==> config.mk <==
export PLATFORM = sky130hd
export DESIGN_NAME = alu_exec_ctrl
export DESIGN_NICKNAME = d
export VERILOG_FILES = /design/src/rtl/alu_exec_ctrl.sv
export SDC_FILE = /design/constraint.sdc
export NUM_CORES = 1
export LEC_CHECK = 0
export BUFFER_PORTS_ARGS = -buffer_cell sky130_fd_sc_hd__buf_2
export CORE_MARGIN = 4
export CORE_UTILIZATION = 47
export CTS_CLUSTER_SIZE = 28
export DETAILED_ROUTE_END_ITERATION = 10
export PLACE_DENSITY = 0.92
export RECOVER_POWER = 25
export SYNTH_ARGS = -nofsm -noshare
export SYNTH_HDL_FRONTEND = slang
export SYNTH_SLANG_ARGS = --single-unit
==> constraint.sdc <==
create_clock -name clk -period 2 [get_ports clk]
set_input_delay 0.4 -clock clk [delete_from_list [all_inputs] [get_ports clk]]
set_output_delay 0.4 -clock clk [all_outputs]
set_load 0.02 [all_outputs]
==> src/rtl/alu_exec_ctrl.sv <==
`default_nettype none
// ============================================================================
// Module      : alu_exec_ctrl
// Description : Issue/capture stage around a combinational ALU. It registers
//               the operands, waits for the ALU to settle and then holds the
//               result until the consumer takes it.
// Revision    : 1.0 - initial release
// ============================================================================
module alu_exec_ctrl #(
    parameter int ARITH_WAIT  = 1,
    parameter int MULDIV_WAIT = 3
) (
    input  logic        clk,
    input  logic        rst_n,
    input  logic        in_valid,
    output logic        in_ready,
    input  logic [31:0] in_a,
    input  logic [31:0] in_b,
    input  logic [2:0]  in_opcode,
    input  logic        in_mode,
    output logic [31:0] alu_a,
    output logic [31:0] alu_b,
    output logic [2:0]  alu_opcode,
    output logic        alu_mode,
    input  logic [63:0] alu_out,
    input  logic [4:0]  alu_flags,
    output logic        res_valid,
    input  logic        res_ready,
    output logic [63:0] res_data,
    output logic [4:0]  res_flags,
    output logic        res_err,
    output logic        busy
);

    localparam int                 c_CNT_W       = $clog2(MULDIV_WAIT + ARITH_WAIT + 1);
    localparam logic [c_CNT_W-1:0] c_ARITH_LOAD  = c_CNT_W'(ARITH_WAIT - 1);
    localparam logic [c_CNT_W-1:0] c_MULDIV_LOAD = c_CNT_W'(MULDIV_WAIT - 1);

    localparam logic [1:0] c_ST_IDLE = 2'd0;
    localparam logic [1:0] c_ST_EXEC = 2'd1;
    localparam logic [1:0] c_ST_DONE = 2'd2;

    logic [1:0]         r_state_q,      w_state_d;
    logic [c_CNT_W-1:0] r_cnt_q,        w_cnt_d;
    logic [31:0]        r_alu_a_q,      w_alu_a_d;
    logic [31:0]        r_alu_b_q,      w_alu_b_d;
    logic [2:0]         r_alu_opcode_q, w_alu_opcode_d;
    logic               r_alu_mode_q,   w_alu_mode_d;
    logic [63:0]        r_res_data_q,   w_res_data_d;
    logic [4:0]         r_res_flags_q,  w_res_flags_d;
    logic               r_res_err_q,    w_res_err_d;

    logic w_is_muldiv;
    logic w_is_err;

    assign w_is_muldiv = !in_mode && ((in_opcode == 3'b001) || (in_opcode == 3'b011));
    // Opcodes 1xx in arithmetic mode are undefined; divide-by-zero is trapped too.
    assign w_is_err    = !in_mode && (in_opcode[2] || ((in_opcode == 3'b011) && (in_b == '0)));

    always_ff @(posedge clk or negedge rst_n) begin
        if (!rst_n) begin
            r_state_q      <= c_ST_IDLE;
            r_cnt_q        <= '0;
            r_alu_a_q      <= '0;
            r_alu_b_q      <= '0;
            r_alu_opcode_q <= '0;
            r_alu_mode_q   <= 1'b0;
            r_res_data_q   <= '0;
            r_res_flags_q  <= '0;
            r_res_err_q    <= 1'b0;
        end else begin
            r_state_q      <= w_state_d;
            r_cnt_q        <= w_cnt_d;
            r_alu_a_q      <= w_alu_a_d;
            r_alu_b_q      <= w_alu_b_d;
            r_alu_opcode_q <= w_alu_opcode_d;
            r_alu_mode_q   <= w_alu_mode_d;
            r_res_data_q   <= w_res_data_d;
            r_res_flags_q  <= w_res_flags_d;
            r_res_err_q    <= w_res_err_d;
        end
    end

    always_comb begin
        w_state_d      = r_state_q;
        w_cnt_d        = r_cnt_q;
        w_alu_a_d      = r_alu_a_q;
        w_alu_b_d      = r_alu_b_q;
        w_alu_opcode_d = r_alu_opcode_q;
        w_alu_mode_d   = r_alu_mode_q;
        w_res_data_d   = r_res_data_q;
        w_res_flags_d  = r_res_flags_q;
        w_res_err_d    = r_res_err_q;
        case (r_state_q)
            c_ST_IDLE: begin
                if (in_valid) begin
                    w_alu_a_d      = in_a;
                    w_alu_b_d      = in_b;
                    w_alu_opcode_d = in_opcode;
                    w_alu_mode_d   = in_mode;
                    if (w_is_err) begin
                        w_res_data_d  = '0;
                        w_res_flags_d = '0;
                        w_res_err_d   = 1'b1;
                        w_state_d     = c_ST_DONE;
                    end else begin
                        w_cnt_d     = w_is_muldiv ? c_MULDIV_LOAD : c_ARITH_LOAD;
                        w_res_err_d = 1'b0;
                        w_state_d   = c_ST_EXEC;
                    end
                end
            end
            c_ST_EXEC: begin
                if (r_cnt_q == '0) begin
                    w_res_data_d  = alu_out;
                    w_res_flags_d = alu_flags;
                    w_state_d     = c_ST_DONE;
                end else begin
                    w_cnt_d = r_cnt_q - c_CNT_W'(1);
                end
            end
            c_ST_DONE: begin
                if (res_ready) begin
                    w_state_d = c_ST_IDLE;
                end
            end
            default: w_state_d = c_ST_IDLE;
        endcase
    end

    always_comb begin
        in_ready  = (r_state_q == c_ST_IDLE);
        res_valid = (r_state_q == c_ST_DONE);
        busy      = (r_state_q != c_ST_IDLE);
    end

    assign alu_a      = r_alu_a_q;
    assign alu_b      = r_alu_b_q;
    assign alu_opcode = r_alu_opcode_q;
    assign alu_mode   = r_alu_mode_q;
    assign res_data   = r_res_data_q;
    assign res_flags  = r_res_flags_q;
    assign res_err    = r_res_err_q;

endmodule
`default_nettype wire

# Word-level counts from Yosys, hierarchy flattened
# Cells that the tools add are included.
op_classes:
  n_eq_ne: 10
  add_sub_neg: 1
  muxes: 19
  n_reduce_logical: 15
op_table:
  columns: ["op", "count"]
  rows:
  - ["$mux 64", 3]
  - ["$pmux 64 s2", 1]
  - ["$logic_not 32->1", 1]
  - ["$mux 5", 3]
  - ["$mux 2", 5]
  - ["$pmux 5 s2", 1]
  - ["$mux 3", 3]
  - ["$ne 2x2->1 const B", 4]
  - ["$reduce_and 4->1", 2]
  - ["$pmux 2 s3", 1]
  - ["$pmux 3 s2", 1]
  - ["$ne 2x1->1 const B", 2]
  - ["$reduce_bool 2->1", 2]
  - ["$eq 3x1->1 const B", 1]
  - ["$eq 3x2->1 const B", 1]
  - ["$logic_and 1x1->1", 3]
  - ["$logic_not 3->1", 1]
  - ["$reduce_and 3->1", 1]
  - ["$sub 3x1->3 const B", 1]
  - ["$eq 2x1->1 const B", 1]
  - ["$eq 2x2->1 const B", 1]
  - ["$logic_not 2->1", 1]
  - ["$logic_or 1x1->1", 2]
  - ["$reduce_and 2->1", 1]
  - ["other kinds (2)", 2]
totals:
  input_bits: 141
  word_cells: 54
  ff_bits: 143
  out_inout_bits: 141

# Longest topological paths before layout
depth:
  ltp_word: 7
  depth_mapped: 9
  depth_no_buf: 6

# Worst setup path after synthesis
# Ideal clock, no wire load.
synth_path:
  path_kind: "register -> register"
  startpoint: "reg r_state_q[0]"
  endpoint: "reg r_res_data_q[53], in the netlist res_data[53]"
  period_less_slack_ns: 1.858
  path_stages_with_launch: 8
  n_path_buf: 3
  arrival_ns: 1.779
  setup_time_ns: 0.079
  required_ns: 1.921
  path_slack_ns: 0.142
  path_cell_list: "dfrtp_1 -> nor2_2 -> inv_1 -> o31ai_1 -> buf_2 -> buf_6 -> buf_6 -> mux2i_1"
synth_via:
  elab_chain_len: 3
  elab_cells_between_ends: 8
  cone_classes: "4 x eq/ne; 1 x mux; 3 x reduce/logical"
synth_lines:
  columns: ["item", "line", "text"]
  rows:
  - ["start, declared", "43", "logic [1:0] r_state_q, w_state_d;"]
  - ["start signal, assigned", "62", "r_state_q <= c_ST_IDLE;"]
  - ["start signal, assigned", "72", "r_state_q <= w_state_d;"]
  - ["$logic_not 2->1 *", null, null]
  - ["net in_ready", "16", "output logic in_ready,"]
  - ["$ne 2x1->1 (no line) (tied with other cells)", null, null]
  - ["$reduce_and 4->1 (no line)", null, null]
  - ["end signal, assigned", "78", "r_res_data_q <= w_res_data_d;"]
  - ["end, declared", "49", "logic [63:0] r_res_data_q, w_res_data_d;"]
# Mark *: on every way through the listed nets, which the timed path passes. The rest lies on a longest branch.
# A chain may end at the register's enable or synchronous reset.

# Worst setup path after layout
layout_path:
  startpoint: "reg r_state_q[0]"
  endpoint: "reg r_res_data_q[58], in the netlist res_data[58]"
layout_via:
  elab_chain_len: 3
  elab_cells_between_ends: 8
  cone_classes: "4 x eq/ne; 1 x mux; 3 x reduce/logical"
layout_lines:
  columns: ["item", "line", "text"]
  rows:
  - ["$eq 2x1->1 / $logic_not 2->1 (equally long branches)", "94", "case (r_state_q)"]
  - ["$ne 2x2->1 (no line) (tied with other cells)", null, null]
  - ["$reduce_and 4->1 (no line)", null, null]
# Several ways; a longest one is shown, not always the timed one.

==> results.md <==
* Number of global-route vias before repair at 5,527
* Area taken by flip-flops and latches at between 3000 and 4000 µm²
* Total power per unit cell area at 1720 nW/µm²
* Unique cell type count in the Yosys netlist at 25
* Complex-gate fraction of the synthesized area at 0.00962
* Number of DRC markers after the initial detailed-route iteration at between 400 and 500
* Worst-case reg-to-reg path depth at 5
* Final routed wirelength across all metal layers at ~17,000 µm
* Die extent in y at 121 µm
* Pin count of the biggest net entering global routing at 56
* Multi-input combinational cell area at ~2000 µm²
* IO Port Bufs at ~280
* Number of iterations in the first detailed-routing pass at 5
* Syn. warnings at 0
* Via density per instance at 4.82
* Fill count at just over 900
* Total gr overflow at 0
* Slew @ Worst Pin at between 900 and 1000 ps
* Biggest area consumer among synthesized cells: dfrtp_1
* Worst Path Arrival at about 2200 ps
* Nets at around 1,100
* Worst setup path startpoint: r_state_q[0]
* Antenna fix cells at 0
* Clock Sinks at roughly 140
* Drt wl/cell at ~15 µm
* Outcome: complete, no violations
* Area share of xor/xnor cells in the synthesized design at 0
* Dominant cells by area after synthesis: dfrtp_1, nand2_1, mux2i_1, inv_1, clkbuf_1
* Post-CTS setup-driven buffer insertion count at 0
* Multiplexer fraction of the synthesized cell area at 0.117
* Syn Nets at approximately 780
* Leak pwr at ~4.9 nW
* Worst setup SP type: flip-flop
* Vias after detailed routing at ~5,300
* Final Skew at 5.54 ps
* Post-DP Area at around 7700 µm²
* RD Place Congestion at about 0.8
* Overall track demand over capacity in global routing at 0.236
* Worst Path Class, Setup: flip-flop to flip-flop
* TritonCTS clock tree: built
* Endpoint of the worst setup timing path: res_data[58]
* Post-Syn Area at between 5000 and 6000 µm²
* First-pass GRT wire length at ~27,000 µm
* Synthesized area per cell at ~9.5 µm²
* Final Non-Filler Cells at between 1,000 and 1,500
* Worst ir drop on vdd at about 1100 µV
* Count of maximum capacitance violations at 0
* Die Footprint at ~15,000 µm²
* Placed Cells incl. Taps at 1,066
* Fraction of the cycle the final worst path needs at 0.936
* Worst-case hold slack at about 170 ps
* Arithmetic-cell share of the synthesized area counting full adders, half adders and majority gates at 0.00418
* Hold/Removal Path Class: input pin to flip-flop
* Simple-Gate Fraction of Synth Area at 0.202
* Worst-path fanout max at 39
* Effective utilization at floorplan at 0.490
* Post-Layout Inst Area at just over 8000 µm²
* Boundary pin count at approximately 280
* Final setup violation count at 0
* Clock buffer count from CTS at 17
* Portion of the post-synthesis area used by sequential elements at 0.598
* Destination of the worst register-to-register timing path: res_data[58]
* Horizontal die dimension at roughly 120 µm
* Worst EP required at 2320 ps
* Number of antenna violations at the first check in global routing at 0
* Final critical delay including setup and external delays at between 1500 and 2000 ps
* RSZ-0062 raised after global routing: no
* Area fraction of the dominant cell type after synthesis at 0.598
* Row count at 40
* Core Box Area at 12,200 µm²
* Antenna Nets Post-Route at 0
* Synthesis-stage register bit count at approximately 140
* Highest achievable clock rate at roughly 530 MHz
* Ratio of cells with drive above 1 in the final layout at 0.360
* Clock Pin Slew Worst Setup and Hold Paths at around 60 ps
* Number of design rule violations left after detail routing at 0
* Final HPWL from detailed placement at about 13,000 µm
* Slew HR at 0.340
* Reg-to-reg startpoint: r_state_q[0]
* Syn Inst Count at 632
* Clock network latency to the later pin of the worst-skew pair at roughly 410 ps
* Kind of end point of the critical path: flip-flop
* Pins Over Slew Limit at 0
* Main combinational cell family by area after synthesis: simple AND/OR/NAND/NOR gates
* Total count of hold-check failures in the final report at 0
* Synthesis-to-layout area growth at 37.6%
* Depth of the CTS H-tree at 4
* Root cell of the clock tree: clkbuf_16
* Buffers from clock root to sink, at most at 2
* Reg2Reg Setup Slack at 130 ps
[where the power goes]
group / total [mW] / switching [mW] / internal (mW)
sequential: 4.90 / 0.714 / 4.19
clock: 2.96 / 1.17 / 1.79
combinational: 6.28 / 4.11 / 2.17
total: 14.1 / 6.00 / 8.14
[final cells by class]
type / instances / area share
clock buffers: 20 / 0.0567
clock inverters: 11 / 0.0111
inverters: 73 / 0.0333
multi-input cells: 385 / 0.245
flip-flops and latches: 143 / 0.435
well taps: 168 / 0.0256
repair buffers: 298 / 0.193
[kinds of logic after synthesis]
logic type                 count (synthesis)
DFF                                      143
muxes                                     70
AOI/OAI and AO/OA                         10
buffers and inverters                    104
adders and majority gates                  2
and+or+nand+nor                          303
[per-layer routing]
| metal | up-vias | routed length [µm] | GRT usage |
|---|---|---|---|
| li1 | 2499 | - | - |
| met1 | 2517 | 6310 | 0.267 |
| met2 | 244 | 8550 | 0.409 |
| met3 | 28 | 1730 | 0.0907 |
| met4 | 0 | 308 | 0.0793 |
| met5 | - | 0 | 0 |
[worst min-delay path by stage]
stage,startpoint,endpoint,slack [ps],depth (start not counted)
floorplan,rst_n,alu_a[0],100,0
global placement,rst_n,res_data[37],330,1
detailed placement,rst_n,res_data[37],330,1
CTS,in_a[0],alu_a[0],160,3
global route,in_a[23],alu_a[23],170,3
finish,in_a[25],alu_a[25],170,3
[through the flow]
stage | power, mW | setup TNS, ps | util | setup WS, ps
detailed placement | 11.2 | -7870 | 0.628 | -191
CTS | 14.3 | 0 | 0.675 | 54.4
finish | 14.1 | 0 | 0.674 | 129
floorplan | 8.85 | 0 | - | 142
global placement | 10.9 | -7450 | 0.628 | -142
global route | 15.0 | 0 | 0.674 | 39.2
[cell usage in the layout, fill, tap and decap left out]
master         instances
nand3_1                2
a21oi_1                3
buf_2                280
clkbuf_2               2
nor3_1                 2
buf_4                  9
nor4_1                 5
nor2_1                 4
mux2i_1               70
nor4b_1                1
o21ai_1                1
dlygate4sd3_1          1
o21ai_0                2
nor2b_4                1
nand4_1                1
nor4_4                 1
dfrtp_1              143
buf_6                  2
nand2_1              278
and2_2                 1
clkbuf_16             17
clkinv_2               6
nor2_2                 1
nor2b_1                2
clkinv_4               1
buf_12                 4
nand2_2                1
nand2b_1               2
o31ai_4                1
ha_1                   2
a31oi_1                2
clkinvlp_4             3
nor4_2                 1
bufinv_16              1
o31ai_1                1
clkbuf_8               3
inv_1                 73
[sequential cells by signal, summed over array words and instances (netlist names)]
name / cells
r_cnt_q: 3
alu_opcode: 3
res_flags: 5
alu_b: 32
alu_a: 32
res_data: 64
res_err: 1
alu_mode: 1
r_state_q: 2
[worst max-delay path: stages, from the launching register on]
cell	delay, ps
dfrtp_1	420
nor2_2	240
inv_1	120
o31ai_4	400
buf_12	310
mux2i_1	250
[Yosys cell counts]
cell and number:
nor2_2 1, nand2b_1 2, nor3_1 2, o31ai_1 2
nand3_1 2, a31oi_1 2, nor2_1 4, nor4_1 5
nor4_4 1, o21ai_0 2, buf_2 6, mux2i_1 70
nor2b_1 3, inv_1 73, nand4_1 1, dfrtp_1 143
nor4b_1 1, nor4_2 1, a21oi_1 3, ha_1 2
buf_6 2, nand2_1 279, o21ai_1 1, and2_1 1
clkbuf_1 23
[repair_timing]
action / 4_1_cts / 5_1_grt
resized for setup: 0 / 1
endpoints found under the setup margin: 0 / 5
hold buffers: 1 / 0
hold endpoints to repair: 36 / 0
Note: power is estimated with default switching activity, not from simulation.
